### src/rtl/mem_arbiter.sv
// mem_arbiter: round-robin IF/LSB arbiter that serialises 1/2/4-byte accesses onto a byte-wide RAM port.
// Optional build macro MEM_IO_STALL_EN adds io_buffer_full to hold off stores to the IO window.
module mem_arbiter #(
    parameter int unsigned       ADDR_W  = 32,
    parameter logic [ADDR_W-1:0] IO_BASE = 32'h00030000
) (
    input  logic              clk_in,
    input  logic              rst_in,
    input  logic              rdy_in,
    input  logic              flush_in,
    input  logic              if_req,
    input  logic [ADDR_W-1:0] if_addr,
    output logic              if_ready,
    output logic [31:0]       if_data,
    input  logic              lsb_req,
    input  logic              lsb_wr,
    input  logic [1:0]        lsb_size,
    input  logic [ADDR_W-1:0] lsb_addr,
    input  logic [31:0]       lsb_wdata,
`ifdef MEM_IO_STALL_EN
    input  logic              io_buffer_full,
`endif
    output logic              lsb_ready,
    output logic [31:0]       lsb_rdata,
    input  logic [7:0]        mem_din,
    output logic [7:0]        mem_dout,
    output logic [ADDR_W-1:0] mem_a,
    output logic              mem_wr
);

    typedef enum logic [1:0] {IDLE, READ, WRITE} state_t;
    typedef enum logic {GNT_IF, GNT_LSB} grant_t;

    state_t            state_q, state_n;
    grant_t            last_q, last_n;
    logic [2:0]        cnt_q, cnt_n;
    logic [2:0]        nb_q, nb_n;
    logic [ADDR_W-1:0] addr_q, addr_n;
    logic [31:0]       wdata_q, wdata_n;
    logic [31:0]       data_q, data_n;
    logic              if_ready_n, lsb_ready_n, mem_wr_n;
    logic [31:0]       if_data_n, lsb_rdata_n;
    logic [7:0]        mem_dout_n;
    logic [ADDR_W-1:0] mem_a_n;

    logic       io_hit, io_stall, lsb_ok, pick_lsb;
    logic [2:0] nxt_cnt;
    logic [1:0] cap_idx;

`ifdef MEM_IO_STALL_EN
    assign io_stall = io_buffer_full;
`else
    assign io_stall = 1'b0;
`endif
    assign io_hit  = lsb_wr && (lsb_addr == IO_BASE || lsb_addr == IO_BASE + ADDR_W'(4));
    assign lsb_ok  = lsb_req && !(io_hit && io_stall);
    assign nxt_cnt = cnt_q + 3'd1;
    assign cap_idx = 2'(cnt_q - 3'd1);

    always_ff @(posedge clk_in or negedge rst_in) begin
        if (!rst_in) begin
            state_q   <= IDLE;
            last_q    <= GNT_IF;
            cnt_q     <= '0;
            nb_q      <= '0;
            addr_q    <= '0;
            wdata_q   <= '0;
            data_q    <= '0;
            if_ready  <= 1'b0;
            if_data   <= '0;
            lsb_ready <= 1'b0;
            lsb_rdata <= '0;
            mem_dout  <= '0;
            mem_a     <= '0;
            mem_wr    <= 1'b0;
        end else if (rdy_in) begin
            state_q   <= state_n;
            last_q    <= last_n;
            cnt_q     <= cnt_n;
            nb_q      <= nb_n;
            addr_q    <= addr_n;
            wdata_q   <= wdata_n;
            data_q    <= data_n;
            if_ready  <= if_ready_n;
            if_data   <= if_data_n;
            lsb_ready <= lsb_ready_n;
            lsb_rdata <= lsb_rdata_n;
            mem_dout  <= mem_dout_n;
            mem_a     <= mem_a_n;
            mem_wr    <= mem_wr_n;
        end
    end

    always_comb begin
        state_n     = state_q;
        last_n      = last_q;
        cnt_n       = cnt_q;
        nb_n        = nb_q;
        addr_n      = addr_q;
        wdata_n     = wdata_q;
        data_n      = data_q;
        if_ready_n  = 1'b0;
        lsb_ready_n = 1'b0;
        if_data_n   = if_data;
        lsb_rdata_n = lsb_rdata;
        mem_dout_n  = mem_dout;
        mem_a_n     = mem_a;
        mem_wr_n    = mem_wr;
        pick_lsb    = 1'b0;

        case (state_q)
            IDLE: begin
                mem_a_n    = '0;
                mem_wr_n   = 1'b0;
                mem_dout_n = '0;
                // a ready pulse in the previous cycle blocks the grant so the served requester can drop req
                if (!flush_in && !if_ready && !lsb_ready && (if_req || lsb_ok)) begin
                    pick_lsb = lsb_ok && (!if_req || last_q == GNT_IF);
                    cnt_n    = '0;
                    data_n   = '0;
                    if (pick_lsb) begin
                        last_n  = GNT_LSB;
                        addr_n  = lsb_addr;
                        wdata_n = lsb_wdata;
                        case (lsb_size)
                            2'd0:    nb_n = 3'd1;
                            2'd1:    nb_n = 3'd2;
                            default: nb_n = 3'd4;
                        endcase
                        state_n    = lsb_wr ? WRITE : READ;
                        mem_a_n    = lsb_addr;
                        mem_wr_n   = lsb_wr;
                        mem_dout_n = lsb_wr ? lsb_wdata[7:0] : 8'h00;
                    end else begin
                        last_n  = GNT_IF;
                        addr_n  = if_addr;
                        nb_n    = 3'd4;
                        state_n = READ;
                        mem_a_n = if_addr;
                    end
                end
            end
            READ: begin
                if (flush_in) begin
                    state_n = IDLE;
                    cnt_n   = '0;
                    mem_a_n = '0;
                end else begin
                    // byte k arrives two edges after its address was issued
                    if (cnt_q != 3'd0)
                        data_n[{cap_idx, 3'b000} +: 8] = mem_din;
                    if (cnt_q == nb_q) begin
                        state_n = IDLE;
                        cnt_n   = '0;
                        mem_a_n = '0;
                        if (last_q == GNT_IF) begin
                            if_ready_n = 1'b1;
                            if_data_n  = data_n;
                        end else begin
                            lsb_ready_n = 1'b1;
                            lsb_rdata_n = data_n;
                        end
                    end else begin
                        cnt_n   = nxt_cnt;
                        mem_a_n = (nxt_cnt < nb_q) ? addr_q + ADDR_W'(nxt_cnt) : '0;
                    end
                end
            end
            WRITE: begin
                if (nxt_cnt < nb_q) begin
                    cnt_n      = nxt_cnt;
                    mem_a_n    = addr_q + ADDR_W'(nxt_cnt);
                    mem_dout_n = wdata_q[{nxt_cnt[1:0], 3'b000} +: 8];
                    mem_wr_n   = 1'b1;
                end else begin
                    state_n     = IDLE;
                    cnt_n       = '0;
                    mem_a_n     = '0;
                    mem_dout_n  = '0;
                    mem_wr_n    = 1'b0;
                    lsb_ready_n = 1'b1;
                end
            end
            default: state_n = IDLE;
        endcase
    end

endmodule

### config.mk
export PLATFORM = sky130hd
export DESIGN_NAME = mem_arbiter
export DESIGN_NICKNAME = d
export VERILOG_FILES = /design/src/rtl/mem_arbiter.sv
export SDC_FILE = /design/constraint.sdc
export NUM_CORES = 1
export LEC_CHECK = 0
export BUFFER_PORTS_ARGS = -buffer_cell sky130_fd_sc_hd__buf_2
export CAP_MARGIN = 30
export CORE_AREA = 5 5 131 158
export CTS_CLUSTER_SIZE = 16
export DETAILED_ROUTE_END_ITERATION = 8
export DIE_AREA = 0 0 136 163
export PLACE_DENSITY = 0.8
export SLEW_MARGIN = 0
export SYNTH_ARGS = -nofsm -noshare
export SYNTH_HDL_FRONTEND = slang
export SYNTH_SLANG_ARGS = --single-unit
### constraint.sdc
create_clock -name clk_in -period 3.26 [get_ports clk_in]
set_input_delay 0.815 -clock clk_in [delete_from_list [all_inputs] [get_ports clk_in]]
set_output_delay 0.815 -clock clk_in [all_outputs]
set_load 0.01 [all_outputs]
==> run_results.csv <==
group,metric,value,unit
outcome,status,"complete, no violations",
routing,firstDrtPassIters,5,
floorplanning,die-area,22170,µm²
cells_and_area,layout.nets,1309,
placement,gp_congestion,0.8436,
synthesis,async_reset_ff_share,100.0,%
floorplanning,rows,56,
critical_path,crit_type,"reg -> reg",
timing,rsz0062_at_grt,"no",
clock_network,post_cts_buffers,0,
clock_network,cts_buffer_depth,3,
critical_path,crit_slowest_cell,"dfrtp_1",
synthesis,ys_ff_latch,212,
global_route,track_usage,23.54,%
clock_network,cts_max_level,1,
critical_path,critPathArrivalTime,3360,ps
clock_network,insertion_delay,500,ps
cells_and_area,fill_cells,1537,
placement,port_buffers,219,
synthesis,syn_avg_cell_area,10.59,µm²
critical_path,cp_max_fo,12,
routing,wire_per_inst,18.02,µm
power_and_ir_drop,leakage,5.874,nW
clock_network,post_cts_resized,0,
timing,finalSetupTns,0,ps
routing,postRouteAntennaNets,0,
timing,skew,11.83,ps
synthesis,synthDistinctLibCells,58,
critical_path,crit_chain,"inv_1, ha_1, fa_1, a21oi_1, nor2_1, and4bb_2, xnor2_1, o221ai_1",
synthesis,seq_area_frac_synth,51.68,%
routing,wirelength,26260,µm
timing,setup_ws,250.8,ps
placement,dp_cells,1415,
timing,finalMaxSlewViolations,0,
placement,dpl.hpwl,18580,µm
floorplanning,die_h,163,µm
floorplanning,die_w,136,µm
global_route,grt-ovfl-total,0,
cells_and_area,drive_above_1_share,31.57,%
routing,drt_iter0_drc,676,
critical_path,crit_required,3610,ps
routing,drc,0,
cells_and_area,final_core_util,65.08,%
critical_path,path_buf_inv,1,
timing,fin_crit,3009,ps
timing,tightest_slew,760.8,ps
run,max_cap_viol_count,0,
critical_path,cp_slowest_stage_delay,590,ps
synthesis,synth-edff-count,0,
timing,slew_headroom,48.62,%
synthesis,synth_top_flop_cell,"dfrtp_1",
critical_path,cp_top_family,"adder cells",
timing,setup_violations,0,
global_route,grt_pass1_vias,8315,
worst_hold_path,min_path_type,"in -> async",
global_route,grt_pass1_wl,42230,µm
synthesis,netlist_instances,969,
routing,via_per_inst,5.667,
cells_and_area,syn2layout_area_growth,21.27,%
timing,hold_violations,0,
global_route,antenna_found_initial,3,
timing,period_share,92.31,%
critical_path,worstSetupStartpointType,"register",
clock_network,cts_hold_buf,0,
global_route,grt_max_degree,76,
floorplanning,num_io_pins,220,
clock_network,path_clk_slew,70,ps
power_and_ir_drop,power_density,847.7,nW/µm²
placement,dp_slack,230.8,ps
clock_network,root_buffer,"clkbuf_16",
floorplanning,start_util,53.67,%
timing,max_freq,0.3323,GHz
critical_path,setup.worst_path.end_class,"register",
routing,num_vias,8257,
synthesis,synthesis.area,10270,µm²
floorplanning,core_region_area,19130,µm²
clock_network,cts_sinks,212,
power_and_ir_drop,ir_drop,0.4313,mV
clock_network,cts_tree,"built",
clock_network,numCtsBuffers,22,
synthesis,yosysWarningCount,0,
cells_and_area,finalNonFillerCells,1457,
synthesis,synth_nets,1100,
-- stage by stage --
| step | power [mW] | hold WS [ps] | cell area [µm²] |
|---|---|---|---|
| after floorplan | 6.518 | 447.3 | 10270 |
| after global placement | 7.753 | 459.7 | 11650 |
| after detailed placement | 7.903 | 465.8 | 11650 |
| after CTS | 10.63 | 352.4 | 12440 |
| after global routing | 11.24 | 371.1 | 12450 |
| final | 10.55 | 326.6 | 12450 |
-- synth_stat cells, types with 15 or more instances --
cell      count  share of area (%)
a22oi_1      16                1.2
ha_1         17                2.1
o31ai_1      17                1.2
dfrtp_1     212                 52
nand4_1      15               0.91
o221ai_1     15                1.3
a21oi_1      82                4.0
mux2_2       48                5.3
a21oi_2      26                2.2
xor2_1       22                1.9
clkbuf_1     28                1.0
mux2i_1      37                3.6
nor2_1      121                4.4
nand2_1      90                3.3
o21ai_0      41                2.0
nand3_1      18               0.88
-- report_power, final --
group          internal, mW  switching (mW)
Sequential             3.54           0.666
Clock                  1.63            1.05
Combinational          1.56            2.10
-- state kept, by name, summed over array words and instances, names as in the netlist --
signal / flops
nb_q: 3
mem_wr: 1
lsb_rdata: 32
last_q: 1
data_q: 32
lsb_ready: 1
if_ready: 1
if_data: 32
state_q: 2
mem_dout: 8
mem_a: 32
addr_q: 32
cnt_q: 3
wdata_q: 32
-- logic make-up after synthesis --
logic type	synth area share (%)
AOI/OAI and AO/OA	15.65
adders and majority gates	2.267
xor gates and xnor gates	2.389
DFF	51.68
buffers and inverters	3.388
and+or+nand+nor	14.00
muxes	10.63
-- path summary, 6_finish.rpt --
kind,start,to,slack (ps),cells after the start
worst min-delay path,rst_in,wdata_q[26]$_DFFE_PN0P_,330,1
max in group asynchronous,rst_in,lsb_rdata[5]$_DFFE_PN0P_,2060,2
worst min register to register,mem_dout[3]$_DFFE_PN0P_,mem_dout[3]$_DFFE_PN0P_,480,2
min in group clk_in,mem_dout[3]$_DFFE_PN0P_,mem_dout[3]$_DFFE_PN0P_,480,2
worst max register to register,cnt_q[0]$_DFFE_PN0P_,mem_a[28]$_DFFE_PN0P_,250,8
worst max-delay path,cnt_q[0]$_DFFE_PN0P_,mem_a[28]$_DFFE_PN0P_,250,8
-- per-layer routing --
metal,part of all wire (%),global-route usage [%],vias to the layer above
met1,39,30.01,4029
met5,0.027,0,-
met3,6.9,3.986,42
met4,1.9,6.049,2
li1,-,-,3898
met2,52,41.60,286
-- layout make-up --
cell class                      count  area [µm²]  area share [%]
Sequential cell                   212        5305           42.61
Multi-Input combinational cell    689        4657           37.41
Timing Repair Buffer              241        1320           10.60
Clock buffer                       32       689.4           5.538
Tap cell                          261       326.6           2.623
Clock inverter                      8       101.3          0.8141
Inverter                           12       45.04          0.3618
Antenna cell                        2       5.005         0.04020
-- layout by cell type, fill, tap and decap left out, drive strengths merged, types with 5 or more instances in the layout --
cell type	n
a21oi	108
buf	240
mux2i	37
nand2b	8
xnor2	6
nand4	15
inv	11
nand3	19
o21ai	47
mux2	48
dfrtp	212
a22o	13
o31a	6
xor2	22
mux4	8
clkbuf	33
and3	9
clkinv	5
ha	17
nor3b	7
o31ai	17
nor2b	8
nor2	122
o221ai	15
a22oi	16
nand2	90
nor3	10
-- worst register-to-register path: stages (launching register included) --
cell	delay, ps
dfrtp_1	590
inv_1	260
ha_1	440
fa_1	470
a21oi_1	410
nor2_1	150
and4bb_2	270
xnor2_1	140
o221ai_1	140
Power figures use the tool's default switching activity.
